==> config.mk <==
export PLATFORM = sky130hd
export DESIGN_NAME = trx_sched
export DESIGN_NICKNAME = d
export VERILOG_FILES = /design/src/rtl/trx_sched.sv
export SDC_FILE = /design/constraint.sdc
export NUM_CORES = 1
export LEC_CHECK = 0
export CAP_MARGIN = 20
export CORE_MARGIN = 5
export CORE_UTILIZATION = 40
export CTS_CLUSTER_SIZE = 16
export DETAILED_ROUTE_END_ITERATION = 8
export GPL_TIMING_DRIVEN = 0
export SETUP_SLACK_MARGIN = 0.02
export SLEW_MARGIN = 20
export SYNTH_ARGS = -nofsm -noshare
export SYNTH_HDL_FRONTEND = slang
export SYNTH_SLANG_ARGS = --single-unit
==> constraint.sdc <==
create_clock -name clk -period 3.5 [get_ports clk]
set_input_delay 0.525 -clock clk [delete_from_list [all_inputs] [get_ports clk]]
set_output_delay 0.525 -clock clk [all_outputs]
set_load 0.005 [all_outputs]
==> src/rtl/trx_sched.sv <==
// trx_sched: edge-armed RX/TX window scheduler. Round-robin arbitration, and a fixed
// guard interval ahead of every window.
module trx_sched #(
    parameter int unsigned GUARD_CYCLES = 4
) (
    input  logic        clk,
    input  logic        rst,
    input  logic [15:0] ext_counter_value_RX,
    input  logic        ext_counter_flag_RX,
    input  logic [15:0] ext_counter_value_TX,
    input  logic        ext_counter_flag_TX,
    input  logic        abort,
    output logic        rx_en,
    output logic        tx_en,
    output logic        busy,
    output logic        rx_done,
    output logic        tx_done,
    output logic        overrun
);

    typedef enum logic [1:0] {
        IDLE   = 2'd0,
        GUARD  = 2'd1,
        RX_WIN = 2'd2,
        TX_WIN = 2'd3
    } state_t;

    localparam logic [7:0] GUARD_LOAD = 8'(GUARD_CYCLES);
    localparam logic       DIR_RX     = 1'b0;
    localparam logic       DIR_TX     = 1'b1;

    state_t      state_r, state_s;
    logic        flag_prev_rx_r, flag_prev_tx_r;
    logic        pend_rx_r, pend_tx_r, pend_rx_s, pend_tx_s;
    logic        overrun_r, overrun_s;
    logic        last_grant_r, grant_r, grant_s;
    logic [15:0] win_len_r, cnt_r;
    logic [7:0]  guard_cnt_r;
    logic        arm_rx_s, arm_tx_s, granting_s, keep_rx_s, keep_tx_s;
    logic        guard_end_s, win_end_s, finish_s;
    logic        rx_en_r, tx_en_r, busy_r, rx_done_r, tx_done_r;
    logic        rx_en_s, tx_en_s, busy_s, rx_done_s, tx_done_s;

    assign guard_end_s = (guard_cnt_r == 8'd1);
    assign win_end_s   = (cnt_r == 16'd1);

    // Edge detection, round-robin grant selection and pending/overrun bookkeeping
    always_comb begin
        arm_rx_s   = ext_counter_flag_RX & ~flag_prev_rx_r;
        arm_tx_s   = ext_counter_flag_TX & ~flag_prev_tx_r;
        granting_s = (state_r == IDLE) && !abort && (pend_rx_r || pend_tx_r);
        if (pend_rx_r && pend_tx_r) begin
            grant_s = ~last_grant_r;
        end else if (pend_tx_r) begin
            grant_s = DIR_TX;
        end else begin
            grant_s = DIR_RX;
        end
        // A grant clears its pending bit first, so a same-cycle arm re-queues cleanly
        keep_rx_s = pend_rx_r & ~(granting_s & (grant_s == DIR_RX));
        keep_tx_s = pend_tx_r & ~(granting_s & (grant_s == DIR_TX));
        if (abort) begin
            pend_rx_s = 1'b0;
            pend_tx_s = 1'b0;
            overrun_s = overrun_r;
        end else begin
            pend_rx_s = keep_rx_s | arm_rx_s;
            pend_tx_s = keep_tx_s | arm_tx_s;
            overrun_s = overrun_r | (arm_rx_s & keep_rx_s) | (arm_tx_s & keep_tx_s);
        end
    end

    // Next-state logic
    always_comb begin
        state_s = state_r;
        if (abort) begin
            state_s = IDLE;
        end else begin
            case (state_r)
                IDLE: begin
                    if (pend_rx_r || pend_tx_r) state_s = GUARD;
                    else                        state_s = IDLE;
                end
                GUARD: begin
                    if (!guard_end_s)              state_s = GUARD;
                    else if (win_len_r == 16'd0)   state_s = IDLE;
                    else if (grant_r == DIR_TX)    state_s = TX_WIN;
                    else                           state_s = RX_WIN;
                end
                RX_WIN, TX_WIN: begin
                    if (win_end_s) state_s = IDLE;
                    else           state_s = state_r;
                end
                default: state_s = IDLE;
            endcase
        end
    end

    // Output decode from the upcoming state; done pulses mark the window's last transition
    always_comb begin
        rx_en_s = (state_s == RX_WIN);
        tx_en_s = (state_s == TX_WIN);
        busy_s  = (state_s != IDLE);
        if (abort) begin
            finish_s = 1'b0;
        end else if ((state_r == GUARD) && guard_end_s && (win_len_r == 16'd0)) begin
            finish_s = 1'b1;
        end else if (((state_r == RX_WIN) || (state_r == TX_WIN)) && win_end_s) begin
            finish_s = 1'b1;
        end else begin
            finish_s = 1'b0;
        end
        rx_done_s = finish_s & (grant_r == DIR_RX);
        tx_done_s = finish_s & (grant_r == DIR_TX);
    end

    // State, flag history, pending bits and registered outputs
    always_ff @(posedge clk or negedge rst) begin
        if (!rst) begin
            state_r        <= IDLE;
            flag_prev_rx_r <= 1'b0;
            flag_prev_tx_r <= 1'b0;
            pend_rx_r      <= 1'b0;
            pend_tx_r      <= 1'b0;
            overrun_r      <= 1'b0;
            rx_en_r        <= 1'b0;
            tx_en_r        <= 1'b0;
            busy_r         <= 1'b0;
            rx_done_r      <= 1'b0;
            tx_done_r      <= 1'b0;
        end else begin
            state_r        <= state_s;
            flag_prev_rx_r <= ext_counter_flag_RX;
            flag_prev_tx_r <= ext_counter_flag_TX;
            pend_rx_r      <= pend_rx_s;
            pend_tx_r      <= pend_tx_s;
            overrun_r      <= overrun_s;
            rx_en_r        <= rx_en_s;
            tx_en_r        <= tx_en_s;
            busy_r         <= busy_s;
            rx_done_r      <= rx_done_s;
            tx_done_r      <= tx_done_s;
        end
    end

    // Grant latch plus guard and window counters
    always_ff @(posedge clk or negedge rst) begin
        if (!rst) begin
            last_grant_r <= DIR_TX;
            grant_r      <= DIR_RX;
            win_len_r    <= 16'd0;
            guard_cnt_r  <= 8'd0;
            cnt_r        <= 16'd0;
        end else if (abort) begin
            guard_cnt_r  <= 8'd0;
            cnt_r        <= 16'd0;
        end else begin
            case (state_r)
                IDLE: begin
                    if (granting_s) begin
                        grant_r      <= grant_s;
                        last_grant_r <= grant_s;
                        win_len_r    <= (grant_s == DIR_TX) ? ext_counter_value_TX
                                                            : ext_counter_value_RX;
                        guard_cnt_r  <= GUARD_LOAD;
                    end
                end
                GUARD: begin
                    guard_cnt_r <= guard_cnt_r - 8'd1;
                    if (guard_end_s) cnt_r <= win_len_r;
                end
                RX_WIN, TX_WIN: cnt_r <= cnt_r - 16'd1;
                default: cnt_r <= 16'd0;
            endcase
        end
    end

    assign rx_en   = rx_en_r;
    assign tx_en   = tx_en_r;
    assign busy    = busy_r;
    assign rx_done = rx_done_r;
    assign tx_done = tx_done_r;
    assign overrun = overrun_r;

endmodule

# After elaboration in Yosys (flattened, before gate mapping)
# Index checks and enable logic that the tools add are counted.
# totals
latch_bits	0
memories	0
ramBits	0
output_inout_bits	6
in_bits	37
mem_bits_ro	0
elab_cells	88
reg_bits	54
# classes
n_eq_ne	9
bitwise	22
n_lt_le_gt_ge	0
n_addsub	2
shifts	0
multipliers	0
muxes	21
div	0
reduce_logical	18
# ops
op	count
$mux W16	3
$pmux W16 S2	1
$eq A16 B1 Y1 const B	1
$logic_not A16 Y1	1
$mux W8	2
$pmux W8 S2	1
$sub A16 B1 Y16 const B	1
$and A1 B1 Y1	10
$mux W1	9
$eq A2 B2 Y1 const B	4
$eq A8 B1 Y1 const B	1
$mux W2	4
$not A1 Y1	8
$sub A8 B1 Y8 const B	1
$logic_and A1 B1 Y1	6
$ne A3 B3 Y1 const B	2
$pmux W2 S3	1
$reduce_bool A3 Y1	2
$or A1 B1 Y1	4
$reduce_and A2 Y1	2
$reduce_and A3 Y1	1
$eq A2 B1 Y1 const B	1
$logic_not A2 Y1	1
$logic_or A1 B1 Y1	2
other kinds (3)	3

# Depth between registers and ports, before layout
# Gate-level depths: netlist of run 1.
# logic_depth
word_depth	9
ltp_mapped	9
depth_no_buf	8

# Least setup slack after synthesis of run 1
# No wires, ideal clock.
# synth_timing
kind	register to register
start	reg guard_cnt_r[0]
end	reg cnt_r[14]
required_time_ns	3.356
path_slack_ns	1.685
path_buffers	2
arrival_ns	1.671
stages_incl_launch_ff	9
path_cell_list	dfrtp_1 ha_1 and4bb_1 and3_1 buf_2 buf_4 mux2_1 nor2_1 a211oi_1
# synth_between
elab_chain_cells	3
# synth_rtl
element	line	source
start: declaration	38	logic [7:0] guard_cnt_r;
start signal: assignment	169	guard_cnt_r <= guard_cnt_r - 8'd1;
$eq A8 B1 Y1	44	assign guard_end_s = (guard_cnt_r == 8'd1);
$ne A3 B3 Y1 (no line)	n/a	
$reduce_and A2 Y1 (no line)	n/a	
end signal: assignment	170	if (guard_end_s) cnt_r <= win_len_r;
end signal: assignment	172	RX_WIN, TX_WIN: cnt_r <= cnt_r - 16'd1;
end: declaration	37	logic [15:0] win_len_r, cnt_r;
# Every way passes these cells.
# A chain may end at the register's enable or synchronous reset.

# Worst setup path in the final report of run 1
# layout_timing
start	in abort
end	reg win_len_r[12]
# layout_between
elab_chain_cells	4
elab_cells_between_ends	5
classes_between	1 x bitwise; 4 x reduce/logical
# layout_rtl
element	line	source
start: declaration	12	input logic abort,
$logic_not A1 Y1	51	granting_s = (state_r == IDLE) && !abort && (pend_rx_r || pend_tx_r);
$logic_and A1 B1 Y1 (2 in a row)	51	
$reduce_and A3 Y1 (no line) *	n/a	
end signal: assignment	163	win_len_r <= (grant_s == DIR_TX) ? ext_counter_value_TX
end: declaration	37	
# Every way passes the cells marked *; elsewhere a longest branch is shown, timed or not.

==> results of run 1 <==
## sequential cells by signal, summed over array words and instances, names as in the netlist
signal / cells
pend_tx_r: 1
flag_prev_tx_r: 1
tx_en: 1
win_len_r: 16
guard_cnt_r: 8
flag_prev_rx_r: 1
rx_done: 1
last_grant_r: 1
cnt_r: 16
tx_done: 1
state_r: 2
busy: 1
rx_en: 1
overrun: 1
grant_r: 1
pend_rx_r: 1
## per-layer routing
| layer | routed length [um] | vias up | GRT usage [%] |
|---|---|---|---|
| met5 | 0 | - | 0 |
| met4 | 115 | 0 | 4.93 |
| met1 | 3360 | 1142 | 23.0 |
| met3 | 282 | 10 | 2.71 |
| li1 | - | 1167 | - |
| met2 | 3150 | 52 | 26.3 |
## through the flow
stage | instance area [um2] | utilization (%)
6_report | 3540 | 49.6
5_1_grt | 3540 | 49.6
4_1_cts | 3540 | 49.6
3_5_place_dp | 3430 | 48.0
3_3_place_gp | 3430 | 48.1
2_1_floorplan | 2890 | -
## power breakdown
part           leakage [nW]  total, W  switching (W)  internal [W]
combinational         0.733  0.000428       0.000219      0.000208
clock                0.0585  0.000431       0.000216      0.000215
sequential            0.682  0.000820       0.000101      0.000719
total                  1.47   0.00168       0.000536       0.00114
## kinds of logic after synthesis
family	count (synthesis)	share of synthesized area [%]
and+or+nand+nor	122	22.1
AOI/OAI and AO/OA	64	14.1
DFF	54	46.9
muxes	24	8.63
buffers and inverters	22	3.17
xor gates and xnor gates	11	3.34
adders and majority gates	4	1.73
## final timing paths
path	startpoint	end	slack, ns	cells past startpoint
min	rst	win_len_r[10]	0.24	1
min in group clk	overrun	overrun	0.47	1
max	abort	win_len_r[12]	1.17	5
max in group asynchronous	rst	guard_cnt_r[0]	2.80	1
min reg2reg	overrun	overrun	0.47	1
max reg2reg	guard_cnt_r[2]	cnt_r[14]	1.44	7
## critical path, cell delays in order
cell             delay (ns)
clkdlybuf4s50_1        0.58
nor4_2                 0.73
clkbuf_1               0.50
nor2_1                 0.10
a21oi_1                0.13
## final cells by class
cell class,count,area share [%]
Buffer,15,1.84
Clock buffer,5,1.94
Clock inverter,3,1.24
Inverter,7,0.742
Multi-Input combinational cell,225,40.7
Sequential cell,54,38.2
Tap cell,99,3.50
Timing Repair Buffer,42,11.8
## cells in the mapped netlist, types with 4 or more instances
cell type,instances
nor4_1,7
a211oi_1,9
mux2i_1,17
clkbuf_1,9
buf_2,4
o21ai_0,9
nor2_1,49
mux2_1,7
nor3_1,9
ha_1,4
xnor2_1,7
nand3_1,9
xor2_1,4
a21oi_1,26
inv_1,7
nand2b_1,5
nand2_1,16
dfrtp_1,53
==> flow_summary.json, run 1 <==
{
  "status": "finished, final reports clean",
  "critical_path_class": "in2reg",
  "detail_route.first_pass.iterations": 4,
  "setup_violations": 0,
  "hold_viol_final": 0,
  "max_clock_freq_mhz": 430,
  "synthDistinctLibCells": 56,
  "synth_fp_nets": 342,
  "fin_skew_ns": 0.00635,
  "grt_max_degree": 55,
  "endpoint_kind": "register",
  "netlist_area_mm2": 0.00289,
  "overflow": 0,
  "holdBufCountCts": 0,
  "place_ws_ns": 0.872,
  "ant_nets": 0,
  "wirelength_um": 6900,
  "leakagePower_nw": 1.47,
  "start_util_pct": 40.4,
  "max-slew-margin-rel_pct": 46.9,
  "chipWidth_um": 94.9,
  "dieHeight_um": 94.9,
  "ys.flop_type": "dfrtp_1",
  "dp_cells": 442,
  "routedWlPerCell_um": 15.3,
  "synth_top_cell_by_area": "dfrtp_1",
  "antenna_cells": 0,
  "synth_area_per_cell_um2": 9.59,
  "netlist_instances": 301,
  "ys_warn_count": 0,
  "seqCellArea_mm2": 0.00135,
  "clockBufferDepth": 2,
  "multiInputGateArea_mm2": 0.00144,
  "fin_crit_ns": 2.33,
  "cp_max_fo": 10,
  "grt_usage_pct": 16.5,
  "postCtsSetupBuffers": 0,
  "async_flop_share_pct": 100,
  "grt_pass1_wl_um": 11600,
  "synth_seq_cells": 54,
  "cp-start-kind": "input port",
  "drive_gt1_share_pct": 7.12,
  "cts_made_buffers": 5,
  "core_area_mm2": 0.00714,
  "ctsResizeCount": 0,
  "numPortBuffers": 42,
  "rsz0062_at_grt": "no",
  "pin_count": 43,
  "die-area_mm2": 0.00901,
  "fin_crit_sh_pct": 66.5,
  "fin_cells": 450,
  "root_buffer": "clkbuf_8",
  "vias_per_cell": 5.27,
  "hold_ws_ns": 0.243,
  "nets": 391,
  "ir_drop_uv": 205,
  "seq_area_frac_synth_pct": 46.9,
  "power_density_mw_per_mm2": 474,
  "areaGrowthSynthToFinish_pct": 22.7,
  "clkTransAtPathRegs_ns": 0.10,
  "grt_pass1_vias": 2362,
  "clk_latency_ns": 0.31,
  "finalMaxSlewViolations": 0,
  "maxCapViolations": 0,
  "crit_arrival_ns": 2.57,
  "final_cell_mix": "dfrtp_1, nor2_1, clkdlybuf4s50_1",
  "cp.required_ns": 3.75,
  "fill_cells": 719,
  "rows": 31,
  "cts_tree": "done",
  "setup_ws_ns": 1.17,
  "power.total_w": 0.00168,
  "gp_congestion": 0.859,
  "remaining_drc_errors": 0,
  "dpl.hpwl_um": 5140,
  "first_iter_violations": 143,
  "synth_top_area_share_pct": 46.0,
  "cts.sinks": 54,
  "synth_edf_count": 0,
  "min_path_type": "in2async",
  "tightest_slew_ns": 0.789,
  "synth.area.top_cells": "dfrtp_1, nor2_1, mux2i_1, a21oi_1, mux2_1",
  "mostFrequentLayoutCell": "dfrtp_1",
  "final.setup.tns_ns": 0,
  "antenna_found_initial": 0,
  "num_vias": 2371,
  "htree_num_levels": 2
}
(Power assumes the default switching activity.)
==> run 2: changes to the inputs <==
Clock period 3.5 ns to 2.1 ns, I/O delays scaled along.
==> run 2 against run 1 <==
Compared with the run above:
- hold slack lost 0.21 ns
- routed wire length is essentially flat
- clock-buffer cell count is the same
- core utilization grew 0.16 points
- design area grew 0.32%
- sequential share of layout area shrank 0.12 points
- power grew 67%
- combinational power grew 68%
- largest cell class unchanged
==> flow_summary.json, run 2 (same netlist as run 1, synthesis figures left out) <==
{
  "status": "finished, final reports clean",
  "nets": 390,
  "rows": 31,
  "routedWlPerCell_um": 15.4,
  "max-slew-margin-rel_pct": 54.6,
  "seqCellArea_mm2": 0.00135,
  "hold_ws_ns": 0.0335,
  "cts_tree": "done",
  "cp-start-kind": "input port",
  "wirelength_um": 6900,
  "clockBufferDepth": 2,
  "crit_arrival_ns": 2.15,
  "final_cell_mix": "dfrtp_1, nor2_1, clkdlybuf4s50_1",
  "max_stage_delay_ns": 0.71,
  "grt_usage_pct": 16.5,
  "grt_pass1_vias": 2362,
  "num_vias": 2370,
  "ant_nets": 0,
  "seq_power_share_pct": 48.9,
  "chipWidth_um": 94.9,
  "numPortBuffers": 42,
  "fin_crit_ns": 1.98,
  "finalMaxSlewViolations": 0,
  "root_buffer": "clkbuf_8",
  "postCtsSetupBuffers": 0,
  "areaGrowthSynthToFinish_pct": 23.1,
  "final.setup.tns_ns": 0,
  "cts_made_buffers": 5,
  "r2r-start": "cnt_r[6]",
  "hold_viol_final": 0,
  "detail_route.first_pass.iterations": 4,
  "dieHeight_um": 94.9,
  "rrSetupSlack_ns": 0.15,
  "power.share.clock_pct": 25.5,
  "fin_skew_ns": 0.00617,
  "p_comb_share_pct": 25.6,
  "gp_congestion": 0.859,
  "cp-startpoint": "abort",
  "power_density_mw_per_mm2": 790,
  "grt_max_degree": 55,
  "mostFrequentLayoutCell": "dfrtp_1",
  "ir_drop_uv": 341,
  "rsz0062_at_grt": "no",
  "cp_max_fo": 10,
  "clkTransAtPathRegs_ns": 0.10,
  "first_iter_violations": 121,
  "holdBufCountCts": 0,
  "start_util_pct": 40.4,
  "place_area_mm2": 0.00343,
  "cp.required_ns": 2.27,
  "multiInputGateArea_mm2": 0.00146,
  "drive_gt1_share_pct": 7.14,
  "maxCapViolations": 0,
  "dp_cells": 442,
  "htree_num_levels": 2,
  "r2r-end": "cnt_r[13]",
  "core_area_mm2": 0.00714,
  "die-area_mm2": 0.00901,
  "largest_registers": "cnt_r x16, win_len_r x16, guard_cnt_r x8",
  "internal_power_w": 0.00191,
  "fin_crit_sh_pct": 94.5,
  "fill_cells": 717,
  "switching_share_pct": 32.0,
  "r2r_cells": 5,
  "antenna_cells": 0,
  "power_switching_w": 0.000897,
  "path_cells": "clkdlybuf4s50_1 > clkbuf_1 > clkbuf_1 > a211oi_1",
  "fin_cells": 449,
  "cp_common_cell": "clkbuf_1",
  "max_clock_freq_mhz": 504,
  "setup_violations": 0,
  "power.total_w": 0.00280,
  "critical_path_class": "in2reg",
  "antenna_found_initial": 0,
  "min_path_type": "in2async",
  "dpl.hpwl_um": 5140,
  "path_depth": 4,
  "overflow": 0,
  "crit_end": "guard_cnt_r[2]",
  "leakagePower_nw": 1.47,
  "crit_family": "buffers and inverters",
  "grt_pass1_wl_um": 11600,
  "endpoint_kind": "register",
  "clk_latency_ns": 0.31,
  "remaining_drc_errors": 0,
  "vias_per_cell": 5.28,
  "crit_slowest_cell": "clkdlybuf4s50_1",
  "cts.sinks": 54,
  "pin_count": 43,
  "tightest_slew_ns": 0.680,
  "design_area_mm2": 0.00355,
  "worst-path-buf-inv": 3
}
[run 2: how the worst min path moves through the flow]
stage,slack [ns],to
finish,0.03,win_len_r[10]
global route,0.1,win_len_r[11]
CTS,0.06,win_len_r[8]
detailed placement,0.41,win_len_r[8]
global placement,0.45,overrun
floorplan,0.02,busy
[run 2: what timing repair did]
action / in CTS / in global routing
endpoints found under the setup margin: 1 / 10
hold endpoints to repair: 0 / 0
resized for setup: 1 / 4
[run 2: worst reg2reg max path: cells and delay by family (launching register included)]
family / cells / cell delay, ns
DFF: 1 / 0.44
AOI/OAI and AO/OA: 1 / 0.21
xor gates and xnor gates: 1 / 0.15
and+or+nand+nor: 3 / 1.06
[run 2: layout make-up]
cell class	count	area share [%]
tap	99	3.49
sequential	54	38.1
timing repair buffer	42	11.8
buffer	14	1.73
inverter	7	0.740
clock buffer	5	1.94
clock inverter	3	1.23
multi-input combinational	225	41.0
[run 2: metrics by stage]
stage | utilization, % | worst slack [ns]
floorplan | - | 0.285
global placement | 48.1 | -0.998
detailed placement | 48.0 | -0.318
CTS | 49.7 | 0.0230
global route | 49.8 | 0.0217
finish | 49.8 | 0.115
[run 2: power groups by stage]
stage / Combinational, W / Clock (W) / Sequential (W)
2_1_floorplan: 0.000517 / 0 / 0.00132
3_3_place_gp: 0.000702 / 0 / 0.00138
3_5_place_dp: 0.000715 / 0 / 0.00138
4_1_cts: 0.000721 / 0.000737 / 0.00136
5_1_grt: 0.000810 / 0.000761 / 0.00139
6_report: 0.000719 / 0.000714 / 0.00137
[run 2: metal layers]
| layer | GRT usage [%] | up-vias | part of all wire, % |
|---|---|---|---|
| met5 | 0 | - | 0 |
| met2 | 26.3 | 59 | 45 |
| li1 | - | 1165 | - |
| met4 | 4.93 | 0 | 1.7 |
| met3 | 2.71 | 9 | 4.2 |
| met1 | 23.0 | 1137 | 49 |
